### src/rtl/uart_tx.sv
// uart_tx: 8N1 serial transmitter with a write buffer in front of the FSM.
// Define UART_TX_FIFO_EN for a FIFO_DEPTH-entry buffer; otherwise one holding register.
module uart_tx #(
  parameter int FIFO_DEPTH = 8
) (
  input  logic        clk,
  input  logic        rst,
  input  logic [15:0] baud_div,
  input  logic [7:0]  tx_data,
  input  logic        tx_wr,
  output logic        tx_full,
  output logic        tx_busy,
  output logic        tx_done,
  output logic        tx_ovf,
  output logic        TX
);

`ifdef UART_TX_FIFO_EN
  localparam int DEPTH = FIFO_DEPTH;
`else
  // holding register only: one entry whatever FIFO_DEPTH says
  localparam int DEPTH = 1 + 0 * FIFO_DEPTH;
`endif
  localparam int AW = (DEPTH > 1) ? $clog2(DEPTH) : 1;
  localparam int OW = $clog2(DEPTH + 1);

  typedef enum logic [1:0] {
    IDLE,
    START,
    DATA,
    STOP
  } state_t;

  state_t state_q, state_d;

  logic [15:0]   div_q, div_d;
  logic [15:0]   cnt_q, cnt_d;
  logic [2:0]    bit_q, bit_d;
  logic [7:0]    byte_q, byte_d;
  logic          tx_q, tx_d;
  logic          done_q, done_d;
  logic          ovf_q, ovf_d;

  logic [7:0]    mem_q [2**AW];
  logic [AW-1:0] wp_q, wp_d;
  logic [AW-1:0] rp_q, rp_d;
  logic [OW-1:0] occ_q, occ_d;

  logic          empty;
  logic          full;
  logic          pop;
  logic          wr_ok;
  logic          bit_end;
  logic [15:0]   div_eff;
  logic [7:0]    head;

  assign empty   = (occ_q == '0);
  assign full    = (occ_q == OW'(DEPTH));
  assign head    = mem_q[rp_q];
  assign bit_end = (cnt_q == div_q - 16'd1);
  assign div_eff = (baud_div < 16'd2) ? 16'd2 : baud_div;
  // a full buffer still takes a write in the cycle the FSM pops
  assign wr_ok   = tx_wr & ~rst & (~full | pop);

  assign tx_full = full;
  // done_q covers the final stop cycle, which the line shows one cycle late
  assign tx_busy = (state_q != IDLE) | ~empty | done_q;
  assign tx_done = done_q;
  assign tx_ovf  = ovf_q;
  assign TX      = tx_q;

  // buffer storage, no reset needed on data
  always_ff @(posedge clk) begin
    if (wr_ok) begin
      mem_q[wp_q] <= tx_data;
    end
  end

  // buffer pointers, occupancy and sticky overflow
  always_comb begin
    wp_d  = wp_q;
    rp_d  = rp_q;
    occ_d = occ_q;
    ovf_d = ovf_q | (tx_wr & full & ~pop);
    if (wr_ok) begin
      wp_d = (wp_q == AW'(DEPTH - 1)) ? '0 : wp_q + AW'(1);
    end
    if (pop) begin
      rp_d = (rp_q == AW'(DEPTH - 1)) ? '0 : rp_q + AW'(1);
    end
    unique case ({wr_ok, pop})
      2'b10:   occ_d = occ_q + OW'(1);
      2'b01:   occ_d = occ_q - OW'(1);
      default: occ_d = occ_q;
    endcase
  end

  // FSM state register
  always_ff @(posedge clk) begin
    if (rst) begin
      state_q <= IDLE;
    end else begin
      state_q <= state_d;
    end
  end

  // next state and bit/baud counters
  always_comb begin
    state_d = state_q;
    cnt_d   = cnt_q + 16'd1;
    bit_d   = bit_q;
    div_d   = div_q;
    byte_d  = byte_q;
    unique case (state_q)
      IDLE: begin
        cnt_d = '0;
        if (!empty) begin
          state_d = START;
          div_d   = div_eff;
          byte_d  = head;
        end
      end
      START: begin
        if (bit_end) begin
          cnt_d   = '0;
          bit_d   = '0;
          state_d = DATA;
        end
      end
      DATA: begin
        if (bit_end) begin
          cnt_d = '0;
          if (bit_q == 3'd7) begin
            state_d = STOP;
          end else begin
            bit_d = bit_q + 3'd1;
          end
        end
      end
      STOP: begin
        if (bit_end) begin
          cnt_d = '0;
          if (!empty) begin
            state_d = START;
            div_d   = div_eff;
            byte_d  = head;
          end else begin
            state_d = IDLE;
          end
        end
      end
      default: state_d = IDLE;
    endcase
  end

  // FSM outputs: line level, end-of-stop pulse, buffer pop
  always_comb begin
    tx_d   = 1'b1;
    done_d = 1'b0;
    pop    = 1'b0;
    unique case (state_q)
      IDLE: begin
        pop = ~empty;
      end
      START: begin
        tx_d = 1'b0;
      end
      DATA: begin
        tx_d = byte_q[bit_q];
      end
      STOP: begin
        done_d = bit_end;
        pop    = bit_end & ~empty;
      end
      default: tx_d = 1'b1;
    endcase
  end

  // datapath registers; line and done are registered so they stay aligned
  always_ff @(posedge clk) begin
    if (rst) begin
      div_q  <= '0;
      cnt_q  <= '0;
      bit_q  <= '0;
      byte_q <= '0;
      tx_q   <= 1'b1;
      done_q <= 1'b0;
      ovf_q  <= 1'b0;
      wp_q   <= '0;
      rp_q   <= '0;
      occ_q  <= '0;
    end else begin
      div_q  <= div_d;
      cnt_q  <= cnt_d;
      bit_q  <= bit_d;
      byte_q <= byte_d;
      tx_q   <= tx_d;
      done_q <= done_d;
      ovf_q  <= ovf_d;
      wp_q   <= wp_d;
      rp_q   <= rp_d;
      occ_q  <= occ_d;
    end
  end

endmodule

### config.mk
export PLATFORM = sky130hd
export DESIGN_NAME = uart_tx
export DESIGN_NICKNAME = d
export VERILOG_FILES = /design/src/rtl/uart_tx.sv
export SDC_FILE = /design/constraint.sdc
export NUM_CORES = 1
export LEC_CHECK = 0
export ABC_AREA = 1
export CAP_MARGIN = 20
export CORE_ASPECT_RATIO = 1.2
export CORE_MARGIN = 2
export CORE_UTILIZATION = 60
export DETAILED_ROUTE_END_ITERATION = 12
export HOLD_SLACK_MARGIN = 0.1
export PLACE_DENSITY = 0.93
export RECOVER_POWER = 50
export SLEW_MARGIN = 5
export SYNTH_ARGS = -nofsm -noshare
export SYNTH_HDL_FRONTEND = slang
export SYNTH_SLANG_ARGS = --single-unit
### constraint.sdc
create_clock -name clk -period 5 [get_ports clk]
set_clock_uncertainty 0.2 [all_clocks]
set_input_delay 0.5 -clock clk [delete_from_list [all_inputs] [get_ports clk]]
set_output_delay 0.5 -clock clk [all_outputs]
set_load 0.1 [all_outputs]
==> flow_summary.ini <==
[clocking]
cts_tree = built
clkSinkCount = 57
htree_num_levels = 3
root_buffer = clkbuf_8
cts_resized = 0
cts_max_path_buffers = 2
cts_buffers = 9
postCtsHoldBufs = 0
path_clk_slew_ps = 70
insertion_delay_ps = 350
cts_setup_buffers = 0

[timing]
hold_slack_ps = 267
fin_crit_ps = 3650
drv_slew = 0
fin_setup_tns_ps = 0
final-setup-viol-count = 0
rsz0062_at_grt = false
fin_crit_sh_pct = 73.0
tightestPinTransition_ps = 1050
hold_viol = 0
relSlewSlack_pct = 29.6
fmaxAchievable_mhz = 274

[pwr]
comb_power_share_pct = 40.2
pwr-share-seq_pct = 32.5
clkPwrFrac_pct = 27.3
total_power_mw = 1.75
swShare_pct = 41.4
power.internal_mw = 1.03
ir_drop_mv = 0.458
p_per_area_nw_per_um2 = 482
switching_power_uw = 725
leakagePower_nw = 1.57

[worst_hold_path]
hold_path.class = flop to flop
holdCritStartpoint = byte_q[3]

[worst_setup_path]
cp_max_fo = 26
crit_family = simple AND/OR/NAND/NOR gates
crit_type = flop to flop
slowest_stage = nand2_1
path_common_cell = nand2_1
slowest_delay_ps = 690
crit_chain = inv_1 -> ha_1 -> nand2_1 -> nor2_1 -> nand2_1 -> nand2_1 -> nand2_1 -> nor2_1 -> nand3_1 -> nor2_1 -> inv_1 -> nand2_1 -> nand2_4 -> nand2_1 -> a21oi_1
cp.arrival_ps = 3630
r2r-start = div_q[0]
cp-startpoint = div_q[0]
endpoint_kind = flop
cp-start-kind = flop
timing.critical_path.buf_inv = 2
cp.required_ps = 4980

[logic_synthesis]
synth.distinct_cells = 36
synth_cells = 441
ys_seq_area_share_pct = 39.0
synth_seq_cells = 57
avgSynthCellArea_um2 = 7.11
yosysWarnings = 0
syn-num-nets = 477
synth_area_um2 = 3130

[grt]
grt_antenna_before_repair = 0
track_usage_pct = 26.6
grt_pass1_vias = 2899
grt_max_degree = 30
grt_pass1_wl_um = 12500
grt-ovfl-total = 0

[detailed_routing]
vias_per_cell = 5.62
vias = 3025
drt_iter0_drc = 239
first_pass_iters = 5
drcViolationCount = 0
routedWlPerCell_um = 13.7
drt-total-wl_um = 7370
ant_nets = 0

[finish]
syn_to_final_growth_pct = 15.8
final_cell_mix = 124 x nand2_1, 49 x dfxtp_1, 48 x inv_1, 44 x nor2_1, 42 x nand3_1
fin_nets = 509
final_core_util_pct = 73.0
drive_gt1_share_pct = 6.90
n_fill_cell = 362
final_cell_area_um2 = 3630
final_common_cell = nand2_1
num_antenna_cells = 0

[run_status]
status = completed

[floorplanning]
die_h_um = 83.2
die_x_um = 70.0
coreArea_um2 = 4970
die-area_um2 = 5820
row_count = 28
io_pins = 32
initial_core_util_pct = 63.0

[run]
maxCapViolations = 0

[placement]
place.gp.congestion = 0.912
dp_hpwl_um = 5130
portBuffers = 31
place_area_um2 = 3440
-- power by group through the flow --
stage	logic, mW	registers [mW]	clock network (mW)
after floorplan	0.528	0.601	0
final	0.703	0.569	0.479
after global routing	0.784	0.577	0.500
after CTS	0.708	0.568	0.484
after detailed placement	0.688	0.578	0
after global placement	0.660	0.576	0
-- layout make-up --
class	count	area (um^2)	area share (%)
flip-flops and latches	57	1220	33.6
well taps	60	75.1	2.07
inverters	52	195	5.38
repair buffers	32	318	8.75
clock inverters	7	95.1	2.62
clock buffers	9	124	3.41
multi-input cells	321	1600	44.1
-- Yosys cell counts --
master	n	area [um^2]
o211ai_1	2	15.0
nand2_2	2	12.5
nand3_2	1	10.0
xor2_1	10	87.6
nor4_1	4	25.0
dfxtp_1	49	981
inv_1	46	173
buf_4	1	7.51
nor3_1	8	40.0
nand4_1	5	31.3
buf_8	2	30.0
nand2_8	1	20.0
and3_1	1	6.26
clkbuf_1	3	11.3
mux2i_1	2	20.0
a31oi_1	1	6.26
nand2_1	122	458
nor2_1	42	158
nor2_2	7	43.8
nand2_4	1	11.3
buf_6	2	22.5
a21oi_1	34	170
inv_2	6	22.5
o21ai_0	8	40.0
or2_2	1	6.26
nor3b_1	4	30.0
edfxtp_1	8	240
nor2_4	2	22.5
nand3b_1	6	45.0
o22ai_1	1	6.26
ha_1	9	113
xnor2_1	3	26.3
o221ai_1	1	8.76
a21oi_2	1	8.76
buf_2	3	15.0
nand3_1	42	210
-- metrics by stage --
stage               worst slack [ps]  std cells
floorplan                       2340        441
global placement                1920        522
detailed placement              1860        522
CTS                             1910        538
global route                    1070        538
finish                          1350        538
-- cell families after synthesis --
family,synth area share [%]
simple gates,36.0
compound gates,8.14
xor+xnor,3.63
flops,39.0
buf+inv,8.98
mux,0.639
fa+ha+maj,3.59
-- final timing paths --
path,slack (ps),end,cells past startpoint
worst max register to register,1350,byte_q[6],15
worst max-delay path,1350,byte_q[6],15
worst min register to register,270,byte_q[3],2
worst min-delay path,270,byte_q[3],2
-- per-layer routing --
metal | global-route usage (%) | share of wire, %
met5 | 0 | 0
met4 | 15.7 | 3.0
met3 | 4.73 | 7.3
met2 | 44.8 | 51
met1 | 31.3 | 39
-- flip-flops by register name, summed over array words and instances (netlist names) --
register  count
state_q       2
tx_ovf        1
bit_q         3
tx_full       1
cnt_q        16
TX            1
byte_q        8
div_q        16
tx_done       1
mem_q         8
-- worst reg2reg max path, delay by kind of cell, from the launching register on --
| kind | cells | cell delay [ps] |
|---|---|---|
| buffers and inverters | 2 | 260 |
| and+or+nand+nor | 11 | 2400 |
| AOI/OAI and AO/OA | 1 | 70 |
| DFF | 1 | 310 |
| adders and majority gates | 1 | 230 |
Note: power is estimated with default switching activity, not from simulation.
